`config.mk`:
```
export PLATFORM = sky130hd
export DESIGN_NAME = pipeline_sequencer
export DESIGN_NICKNAME = d
export VERILOG_FILES = /design/src/rtl/pipeline_sequencer.sv
export SDC_FILE = /design/constraint.sdc
export NUM_CORES = 1
export LEC_CHECK = 0
export CORE_ASPECT_RATIO = 1.4
export CORE_MARGIN = 2
export CORE_UTILIZATION = 41
export DETAILED_ROUTE_END_ITERATION = 6
export GPL_ROUTABILITY_DRIVEN = 0
export PLACE_DENSITY = 0.75
export RECOVER_POWER = 50
export SYNTH_ARGS = -nofsm -noshare
export SYNTH_HDL_FRONTEND = slang
export SYNTH_SLANG_ARGS = --single-unit
```
`constraint.sdc`:
```
create_clock -name clk -period 2.1 [get_ports clk]
set_clock_uncertainty 0.1 [all_clocks]
set_input_delay 0.315 -clock clk [delete_from_list [all_inputs] [get_ports clk]]
set_output_delay 0.315 -clock clk [all_outputs]
set_load 0.02 [all_outputs]
```
`src/rtl/pipeline_sequencer.sv`:
```
// -----------------------------------------------------------------------------
// pipeline_sequencer
//
// Central stall/flush controller for the 5-stage pipeline. It drives the
// hold/clear enables of the pipeline registers. It also arbitrates load-use
// hazards, taken-branch redirects and a variable-latency data-memory
// handshake. On top of that it provides a debug halt/single-step, a sticky
// memory-timeout trap and a saturating stall-cycle counter.
//
// Parameters
//   MEM_TIMEOUT  max wait cycles on dmem_ready before trapping (>= 2)
//   CNT_W        width of stall_count
//
// Ports
//   clk, rst                  clock, synchronous active-low reset
//   memreadE, rdE             EX-stage load flag and destination register
//   rs1D, rs2D                ID-stage source registers
//   isbranchtakenE            branch/jump resolved taken in EX
//   memreadM, memwriteM       MEM-stage data-memory access
//   dmem_ready                data memory completes the MEM access this cycle
//   halt_req, step_req        debug halt (level) and single-step (pulse)
//   stallF/D/E/M              hold PC / IF-ID / ID-EX / EX-MEM  (combinational)
//   flushD, flushE            bubble IF-ID / ID-EX              (combinational)
//   killW                     bubble into MEM-WB                (combinational)
//   halted                    core frozen by debug or trap      (registered)
//   mem_timeout               sticky memory-timeout trap        (registered)
//   stall_count               saturating count of stallF cycles (registered)
// -----------------------------------------------------------------------------
module pipeline_sequencer #(
  parameter int MEM_TIMEOUT = 15,
  parameter int CNT_W       = 16
) (
  input  logic             clk,
  input  logic             rst,
  input  logic             memreadE,
  input  logic [4:0]       rdE,
  input  logic [4:0]       rs1D,
  input  logic [4:0]       rs2D,
  input  logic             isbranchtakenE,
  input  logic             memreadM,
  input  logic             memwriteM,
  input  logic             dmem_ready,
  input  logic             halt_req,
  input  logic             step_req,
  output logic             stallF,
  output logic             stallD,
  output logic             stallE,
  output logic             stallM,
  output logic             flushD,
  output logic             flushE,
  output logic             killW,
  output logic             halted,
  output logic             mem_timeout,
  output logic [CNT_W-1:0] stall_count
);

  typedef enum logic [1:0] {RUN, MEMWAIT, HALTED, STEP} state_t;

  localparam int                WC_W    = $clog2(MEM_TIMEOUT + 1);
  localparam logic [WC_W-1:0]   WC_LAST = WC_W'(MEM_TIMEOUT - 1);
  localparam logic [CNT_W-1:0]  CNT_MAX = '1;

  state_t             r_state, w_state_nxt;
  logic [WC_W-1:0]    r_wait_cnt, w_wait_cnt_nxt;
  logic               r_halted;
  logic               r_mem_timeout;
  logic [CNT_W-1:0]   r_stall_count;
  logic               w_memwait, w_loaduse;
  logic               w_freeze, w_advance, w_timeout_set;

  assign w_memwait = (memreadM | memwriteM) & ~dmem_ready;
  assign w_loaduse = memreadE & (rdE != 5'd0) & ((rdE == rs1D) | (rdE == rs2D));

  // r_wait_cnt holds the number of wait cycles already spent before the
  // current one. The first stalled cycle happens in RUN/STEP, so the count
  // starts at 1 on entry to MEMWAIT. The trap then fires on the
  // MEM_TIMEOUT-th frozen cycle.
  always_comb begin
    // NOTE: every signal assigned here gets a default first so no path can
    // leave it unassigned and infer a latch.
    w_state_nxt    = r_state;
    w_wait_cnt_nxt = '0;
    w_freeze       = 1'b0;
    w_advance      = 1'b0;
    w_timeout_set  = 1'b0;
    if (rst) begin
      case (r_state)
        RUN, STEP: begin
          if (w_memwait) begin
            w_freeze       = 1'b1;
            w_state_nxt    = MEMWAIT;
            w_wait_cnt_nxt = WC_W'(1);
          end else begin
            w_advance   = 1'b1;
            w_state_nxt = (r_state == STEP || halt_req) ? HALTED : RUN;
          end
        end
        MEMWAIT: begin
          if (dmem_ready) begin
            w_advance   = 1'b1;
            w_state_nxt = halt_req ? HALTED : RUN;
          end else begin
            w_freeze = 1'b1;
            if (r_wait_cnt >= WC_LAST) begin
              w_timeout_set = 1'b1;
              w_state_nxt   = HALTED;
            end else begin
              w_wait_cnt_nxt = r_wait_cnt + WC_W'(1);
            end
          end
        end
        HALTED: begin
          w_freeze = 1'b1;
          // A trapped core stays here until reset.
          if (!r_mem_timeout) begin
            if (step_req)       w_state_nxt = STEP;
            else if (!halt_req) w_state_nxt = RUN;
          end
        end
        default: w_state_nxt = RUN;
      endcase
    end
  end

  // When the pipeline advances, a taken branch wins over a load-use stall.
  // The fetch redirect then proceeds, and the ID-EX flush covers both cases.
  // While reset is low, every stage is bubbled and nothing is held.
  assign stallF = w_freeze | (w_advance & ~isbranchtakenE & w_loaduse);
  assign stallD = stallF;
  assign stallE = w_freeze;
  assign stallM = w_freeze;
  assign killW  = w_freeze | ~rst;
  assign flushD = ~rst | (w_advance & isbranchtakenE);
  assign flushE = ~rst | (w_advance & (isbranchtakenE | w_loaduse));

  always_ff @(posedge clk) begin
    // NOTE: sequential state uses non-blocking assignments so every register
    // samples the pre-edge values, regardless of statement order.
    if (!rst) begin
      r_state       <= RUN;
      r_wait_cnt    <= '0;
      r_halted      <= 1'b0;
      r_mem_timeout <= 1'b0;
      r_stall_count <= '0;
    end else begin
      r_state    <= w_state_nxt;
      r_wait_cnt <= w_wait_cnt_nxt;
      r_halted   <= (w_state_nxt == HALTED);
      if (w_timeout_set)
        r_mem_timeout <= 1'b1;
      if (stallF && r_stall_count != CNT_MAX)
        r_stall_count <= r_stall_count + CNT_W'(1);
    end
  end

  assign halted      = r_halted;
  assign mem_timeout = r_mem_timeout;
  assign stall_count = r_stall_count;

endmodule

```
==> impl_metrics.ini, run 1 <==
[run_status]
status = finished, violations left
violations = setup timing

[floorplan]
dieArea_um2 = 4190
initial_core_util = 0.422
io_pins = 49
core_um2 = 3580
fp.dieW_um = 55.3
rows = 26
dieHeight_um = 75.8

[clock_tree]
htree_num_levels = 1
clk_latency_ps = 270
clockBufferDepth = 2
cts_buffers = 3
clk_pin_slew_ps = 80
cts_hold_buffers = 0
cts_sinks = 24
clockRootBuffer = clkbuf_8
cts_tree = yes

[setup_path]
path_cells = inv_2 -> ha_4 -> nor3b_4 -> buf_4 -> o32ai_4 -> and2_4 -> a31oi_4 -> inv_4 -> buf_6
required_ps = 1680
cp-start-kind = flip-flop
path_class = flip-flop to output port
crit_slowest_cell = dfxtp_2
cp_top_family = buffers and inverters
cp.arrival_ps = 1970
cp_max_fo = 3
cpPeakStageDelay_ps = 340
timing.critical_path.buf_inv = 4
end_kind = output port

[detailed_routing]
routed_wl_mm = 4.31
ant_nets = 0
viasPerCell = 5.49
drc = 0
drt_first_pass_iters = 4
drt-initial-drc-count = 43
routedWlPerCell_um = 14.1
vias = 1674

[power_and_ir_drop]
leakage_nw = 1.04
ir_drop_uv = 671
power_density_nw_per_um2 = 858
totalPowerFinal_mw = 2.21

[grt]
grt_pass1_wl_mm = 6.59
grt_pass1_vias = 1553
grt_usage = 0.202
antenna_found_initial = 0
grt_overflow = 0
grt_max_degree = 20

[final_layout]
drive_gt1_frac = 0.319
fill_cells = 268
regArea_um2 = 485
area_delta_synth_final_pct = 70.3
multi_input_area_um2 = 1120
nets = 296
antenna_cells = 0

[synth]
yosysWarnings = 0
synth_area_per_cell_um2 = 8.48
synth_seq_cells = 24
async_flop_share = 0
syn_inst = 178
synth_edf_count = 0
ys_seq_area_frac = 0.318
ys.flop_type = dfxtp_1
syn-num-nets = 209
yosysUniqueCellTypes = 46
syn-cell-area_um2 = 1510

[timing]
tightest_slew_ps = 403
finalCritPeriodShare = 1.14
slew_violations = 0
setup_slack_ps = -285
tns_ps = -4190
period_needed_ps = 2390
finalHoldViolCount = 0
rsz0062_at_grt = true
whs_ps = 380
fmax_mhz = 419
setup_viol = 23
relSlewSlack = 0.731

[run]
cap_violations = 0

[min_path]
min_path_type = flip-flop to flip-flop

[placement]
dp_hpwl_mm = 3.08
pre_cts_slack_ps = -691
port_buffers = 48
==> per-layer routing <==
layer	wire length, um	vias up	GRT usage
met3	202	11	0.0306
met4	78	0	0.0867
met2	2420	63	0.414
met5	0	-	0
li1	-	816	-
met1	1600	784	0.202
==> path summary, 6_finish.rpt <==
path | depth (start not counted) | from | endpoint | slack [ps]
worst min register to register | 2 | stall_count[12] | stall_count[12] | 380
worst max-delay path | 9 | r_state[0] | stallF | -290
worst max register to register | 10 | r_state[0] | stall_count[9] | -270
worst min-delay path | 2 | stall_count[12] | stall_count[12] | 380
==> cells in the final DEF (no fill, tap or decap), types with 7 or more instances in the layout <==
cell type / Yosys / routed
inv_1: 9 / 8
clkdlybuf4s50_1: 0 / 31
dfxtp_1: 24 / 20
buf_6: 1 / 9
a21oi_1: 8 / 7
nor2_1: 11 / 10
nand3_1: 15 / 10
xnor2_1: 11 / 11
dlygate4sd3_1: 0 / 7
nand2_1: 14 / 14
buf_4: 3 / 38
mux2i_1: 8 / 8
==> worst min-delay path: cells and delay by family, from the launching register on <==
| family | cells | cell delay (ps) |
|---|---|---|
| DFF | 1 | 330 |
| muxes | 1 | 50 |
| and+or+nand+nor | 1 | 60 |
==> Yosys cell counts (3+ instances only) <==
| cell | instances | area [um2] |
|---|---|---|
| dfxtp_1 | 24 | 480 |
| nand3_1 | 15 | 75.1 |
| nand2_1 | 14 | 52.6 |
| nor2_1 | 11 | 41.3 |
| xnor2_1 | 11 | 96.3 |
| inv_1 | 9 | 33.8 |
| a21oi_1 | 8 | 40.0 |
| mux2i_1 | 8 | 80.1 |
| ha_1 | 7 | 87.6 |
| nor3_1 | 6 | 30.0 |
| or4_1 | 6 | 45.0 |
| nand2b_1 | 5 | 31.3 |
| nand4_1 | 5 | 31.3 |
| o21ai_0 | 5 | 25.0 |
| o31ai_1 | 5 | 37.5 |
| buf_4 | 3 | 22.5 |
| clkbuf_1 | 3 | 11.3 |
==> cell families (layout without fill, tap and decap cells) <==
family,after synthesis,count (layout),share of synthesized area
DFF,24,24,0.318
and+or+nand+nor,75,75,0.283
muxes,8,8,0.0530
xor gates and xnor gates,12,12,0.0696
AOI/OAI and AO/OA,33,33,0.158
adders and majority gates,7,7,0.0580
buffers and inverters,19,104,0.0605
==> sequential cells by signal, indices dropped and copies added (netlist names) <==
name and flops:
halted 1, r_state 2, stall_count 16, r_wait_cnt 4, mem_timeout 1
==> power by group <==
group	total, mW	internal [mW]	switching (mW)
combinational	1.40	0.746	0.657
sequential	0.531	0.506	0.0256
clock	0.271	0.128	0.143
total	2.21	1.38	0.826
==> through the flow <==
step                 util  instances  area [um2]
finish              0.719        305        2570
global route        0.719        305        2570
CTS                 0.692        302        2470
detailed placement  0.646        292        2310
global placement    0.646        292        2310
floorplan               -        178        1580
==> cell type report <==
type                       count  area share
multi-input combinational    135       0.434
timing repair buffer          90       0.324
sequential                    24       0.189
tap                           42      0.0204
inverter                      11      0.0170
clock buffer                   3      0.0161
==> repair_timing <==
action,CTS,global route
endpoints found under the setup margin,23,23
setup buffers,7,4
pin swaps,7,6
resized for setup,59,11
endpoints found under the hold margin,0,0
Power figures use the tool's default switching activity.
==> run 2, diff against run 1 <==
--- a/config.mk
+++ b/config.mk
@@ -6,10 +6,10 @@
 export NUM_CORES = 1
 export LEC_CHECK = 0
 export CORE_ASPECT_RATIO = 1.4
-export CORE_MARGIN = 2
 export CORE_UTILIZATION = 41
 export DETAILED_ROUTE_END_ITERATION = 6
 export GPL_ROUTABILITY_DRIVEN = 0
+export GPL_TIMING_DRIVEN = 0
 export PLACE_DENSITY = 0.75
 export RECOVER_POWER = 50
 export SYNTH_ARGS = -nofsm -noshare
==> run 2 against run 1 <==
Effect of this change: the flow still finishes with violations (setup timing); count of clock-buffer cells in the layout grew 1; global-route usage grew 1.6 points; clock power grew 18%; register-to-register slack worse by 30 ps; die area fell by 6.2%; core utilization decreased by 1.4 points; via count is 6.5% lower; first-iteration DRC count fell by 16%; combinational power is 11% lower; largest power group unchanged; total power fell by 4.3%; sequential power rose by 4.5%; flip-flop and latch count unchanged.
==> impl_metrics.ini, run 2 (synthesis results as in run 1) <==
[detailed_routing]
viasPerCell = 5.53
routed_wl_mm = 3.92
ant_nets = 0
drc = 0
routedWlPerCell_um = 13.9
vias = 1566
drt_first_pass_iters = 4
drt-initial-drc-count = 36

[clock_tree]
cts_sinks = 24
clockRootBuffer = clkbuf_8
clk_pin_slew_ps = 90
htree_num_levels = 1
cts_hold_buffers = 0
cts_tree = yes
cts_buffers = 3
clockBufferDepth = 2
clk_latency_ps = 270

[run]
cap_violations = 0

[timing]
relSlewSlack = 0.615
tightest_slew_ps = 575
period_needed_ps = 2480
setup_slack_ps = -379
rsz0062_at_grt = true
finalHoldViolCount = 0
slew_violations = 0
fmax_mhz = 403
setup_viol = 23
finalCritPeriodShare = 1.18
tns_ps = -5690

[floorplan]
initial_core_util = 0.439
dieHeight_um = 73.8
rows = 25
core_um2 = 3440
fp.dieW_um = 53.3
dieArea_um2 = 3930
io_pins = 49

[grt]
grt_pass1_vias = 1527
grt_pass1_wl_mm = 6.42
grt_overflow = 0
antenna_found_initial = 0
grt_max_degree = 14
grt_usage = 0.218

[final_layout]
area_delta_synth_final_pct = 60.5
antenna_cells = 0
regArea_um2 = 485
largest_reg_flops = 16
final_util = 0.704
drive_gt1_frac = 0.267
final_common_cell = clkdlybuf4s50_1
multi_input_area_um2 = 1130
fill_cells = 270
mostFrequentLayoutCells = clkdlybuf4s50_1 (27), dfxtp_1 (20), nand2_1 (14)
nets = 275

[setup_path]
cpPeakStageDelay_ps = 350
timing.critical_path.buf_inv = 5
path_class = flip-flop to output port
crit_slowest_cell = dfxtp_2
path_cells = inv_2 -> ha_4 -> nor3b_4 -> buf_4 -> o32ai_4 -> and2_4 -> a31oi_4 -> inv_4 -> buf_6 -> buf_6
cpMostUsedCell = buf_6
cp_max_fo = 3
cp_top_family = buffers and inverters
cp-start-kind = flip-flop
end_kind = output port
cp.arrival_ps = 2060
required_ps = 1680

[placement]
port_buffers = 48
dp_hpwl_mm = 2.77

[power_and_ir_drop]
ir_drop_uv = 896
totalPowerFinal_mw = 2.11
power_density_nw_per_um2 = 871
leakage_nw = 0.960

[min_path]
min_path_type = flip-flop to flip-flop

[run_status]
status = finished, violations left
violations = setup timing
run 2: final cells by class:
type | count | area share
inverter | 11 | 0.0186
clock buffer | 4 | 0.0227
sequential | 24 | 0.200
multi-input combinational | 135 | 0.465
timing repair buffer | 62 | 0.252
buffer | 7 | 0.0212
tap | 40 | 0.0207
run 2: path summary, 6_finish.rpt:
| kind | startpoint | end | slack (ps) | depth (start not counted) |
|---|---|---|---|---|
| max | r_state[0] | stallF | -380 | 10 |
| min | stall_count[13] | stall_count[13] | 390 | 2 |
| max reg2reg | r_state[0] | stall_count[3] | -300 | 11 |
| min reg2reg | stall_count[13] | stall_count[13] | 390 | 2 |
run 2: through the flow:
| stage | cell area, um2 | instances | worst slack [ps] | hold WS [ps] |
|---|---|---|---|---|
| after global routing | 2420 | 283 | -452 | 425 |
| after detailed placement | 2110 | 266 | -1030 | 389 |
| after CTS | 2310 | 279 | -380 | 402 |
| after global placement | 2110 | 266 | -1030 | 377 |
| after floorplan | 1580 | 178 | -124 | 423 |
| final | 2420 | 283 | -379 | 392 |
run 2: repair_timing:
action / in CTS / in global routing
buffers inserted: 11 / 4
pin swaps: 5 / 4
endpoints found under the setup margin: 23 / 23
resized for setup: 56 / 21
endpoints found under the hold margin: 0 / 0
run 2: layer usage:
| metal | up-vias | track usage | wire, um |
|---|---|---|---|
| li1 | 777 | - | - |
| met1 | 739 | 0.227 | 1470 |
| met2 | 45 | 0.417 | 2250 |
| met3 | 5 | 0.0331 | 144 |
| met4 | 0 | 0.0819 | 57 |
| met5 | - | 0 | 0 |
run 2: tightest hold or removal path: cells and delay by family (launching register included):
family          cells  cell delay (ps)
flops               1              330
compound gates      2              120
run 2: power by group:
part | leakage (nW) | internal, mW | switching [mW] | total, mW
combinational | 0.736 | 0.639 | 0.597 | 1.24
clock | 0.0288 | 0.168 | 0.153 | 0.321
sequential | 0.196 | 0.507 | 0.0480 | 0.555
==> edit: new RTL, settings of run 2 <==
Change the parameter `MEM_TIMEOUT` from 15 to 16.
--- a/src/rtl/pipeline_sequencer.sv
+++ b/src/rtl/pipeline_sequencer.sv
@@ -27,7 +27,7 @@
 //   stall_count               saturating count of stallF cycles (registered)
 // -----------------------------------------------------------------------------
 module pipeline_sequencer #(
-  parameter int MEM_TIMEOUT = 15,
+  parameter int MEM_TIMEOUT = 16,
   parameter int CNT_W       = 16
 ) (
   input  logic             clk,
Formal check against the unedited RTL: no difference found for any inputs over 10 cycles, from zero or initial values and one cycle with rst low; that may be too few to reach the edited logic, so the function may still have changed.
==> edit against run 2 <==
- the flow still finishes with violations (negative setup slack)
- routed wire length is 7.5% higher
- sequential share of layout area is 1.9 points higher
- cell area decreased by 4.0%
- synthesized area down 3.3%
- non-clock buffer count shrank 2
- die area shrank 3.2%
- synthesized cell count is 1.1% lower
- sequential cell count is 1 higher
- power is 6.9% lower
- setup slack gained 0.052 ns
- largest cell class unchanged
- highest routed layer unchanged
==> edit: results (changes against run 2) <==
| Metric | Value |
|---|---|
| Clock buffer count | 3 (was 4) |
| Gr usage total | 0.2375 (was 0.2180) |
| Nets | 271 (was 275) |
| Outcome | finished with violations (unchanged) |
| Delay-heaviest family, CP | simple AND/OR/NAND/NOR gates (was buffers and inverters) |
| Pwr Density | 845.5 nW/µm² (was 871.2 nW/µm²) |
| Largest net degree at the start of global routing | 15 (was 14) |
| CP arrival | 2.01 ns (was 2.06 ns) |
| Post-synth top cells | dfxtp_1 (25), nor2_1 (13), xor2_1 (12) (was dfxtp_1 (24), nand3_1 (15), nand2_1 (14)) |
| Failing checks | negative setup slack (unchanged) |
| Worst slew margin | 0.6597 (was 0.6152) |
| Placed Cells incl. Taps | 264 (was 266) |
| Detailed-route via count | 1558 (was 1566) |
| Hold WS | 0.3983 ns (was 0.3920 ns) |
| Final worst setup slack | -0.3266 ns (was -0.3789 ns) |
| Setup_tns | -4.866 ns (was -5.692 ns) |
| P_seq | 0.569 mW (was 0.555 mW) |
| Xor/xnor share of the synthesized area | 0.07198 (was 0.06959) |
| Top cells by area, synth | dfxtp_1 (34%), xor2_1 (7.2%), ha_1 (5.1%) (was dfxtp_1 (32%), xnor2_1 (6.4%), ha_1 (5.8%)) |
| Finished Layout Cells | 280 (was 283) |
| Post-synthesis compound-gate area fraction | 0.2022 (was 0.1582) |
| Pleak | 0.9270 nW (was 0.9600 nW) |
| Final Setup Violations | 23 (unchanged) |
| Post-synth cell types | 36 (was 46) |
| Setup WS pre-CTS | -0.8923 ns (was -1.034 ns) |
| Hpwl dp | 2789 µm (was 2774 µm) |
| Hold WC Path Type | input port to flop (was flop to flop) |
| First-pass GRT wire length | 6810 µm (was 6417 µm) |
| FF+latch area | 510.5 µm² (was 485.5 µm²) |
| Mux cell area share after synthesis | 0.01371 (was 0.05302) |
| Comb power | 1.09 mW (was 1.24 mW) |
| Inverter count | 9 (was 11) |
| Sw power | 0.7096 mW (was 0.7984 mW) |
| Hold endpoint | r_state[0] (was stall_count[13]) |
| Worst VDD drop | 0.0006736 V (was 0.0008955 V) |
| Crit Path Max Fanout | 4 (was 3) |
| Area Growth Syn to Fin | 59.30% (was 60.48%) |
| Core Area | 3378 µm² (was 3441 µm²) |
==> edit: cell types whose count changed after synthesis, sizes merged, moves of 4 or more <==
| cell | before | now |
|---|---|---|
| and3 | 1 | 6 |
| xor2 | 1 | 12 |
| nand3 | 15 | 7 |
| nand2 | 14 | 10 |
| xnor2 | 11 | 0 |
| o211ai | 0 | 7 |
| or3 | 1 | 6 |
| o21ai | 7 | 11 |
| mux2i | 8 | 2 |
==> edit: repair_timing <==
action / CTS / global route
cloned: 2 / 0
endpoints found under the setup margin: 23 / 24
gates resized for setup: 72 / 10
pin swaps: 13 / 5
setup buffers: 10 / 2
==> edit: per-layer routing <==
metal	track usage	vias up	part of all wire
li1	-	772	-
met1	0.2641	730	0.40
met2	0.4233	45	0.54
met3	0.03750	11	0.038
met4	0.1170	0	0.027
met5	0	-	0
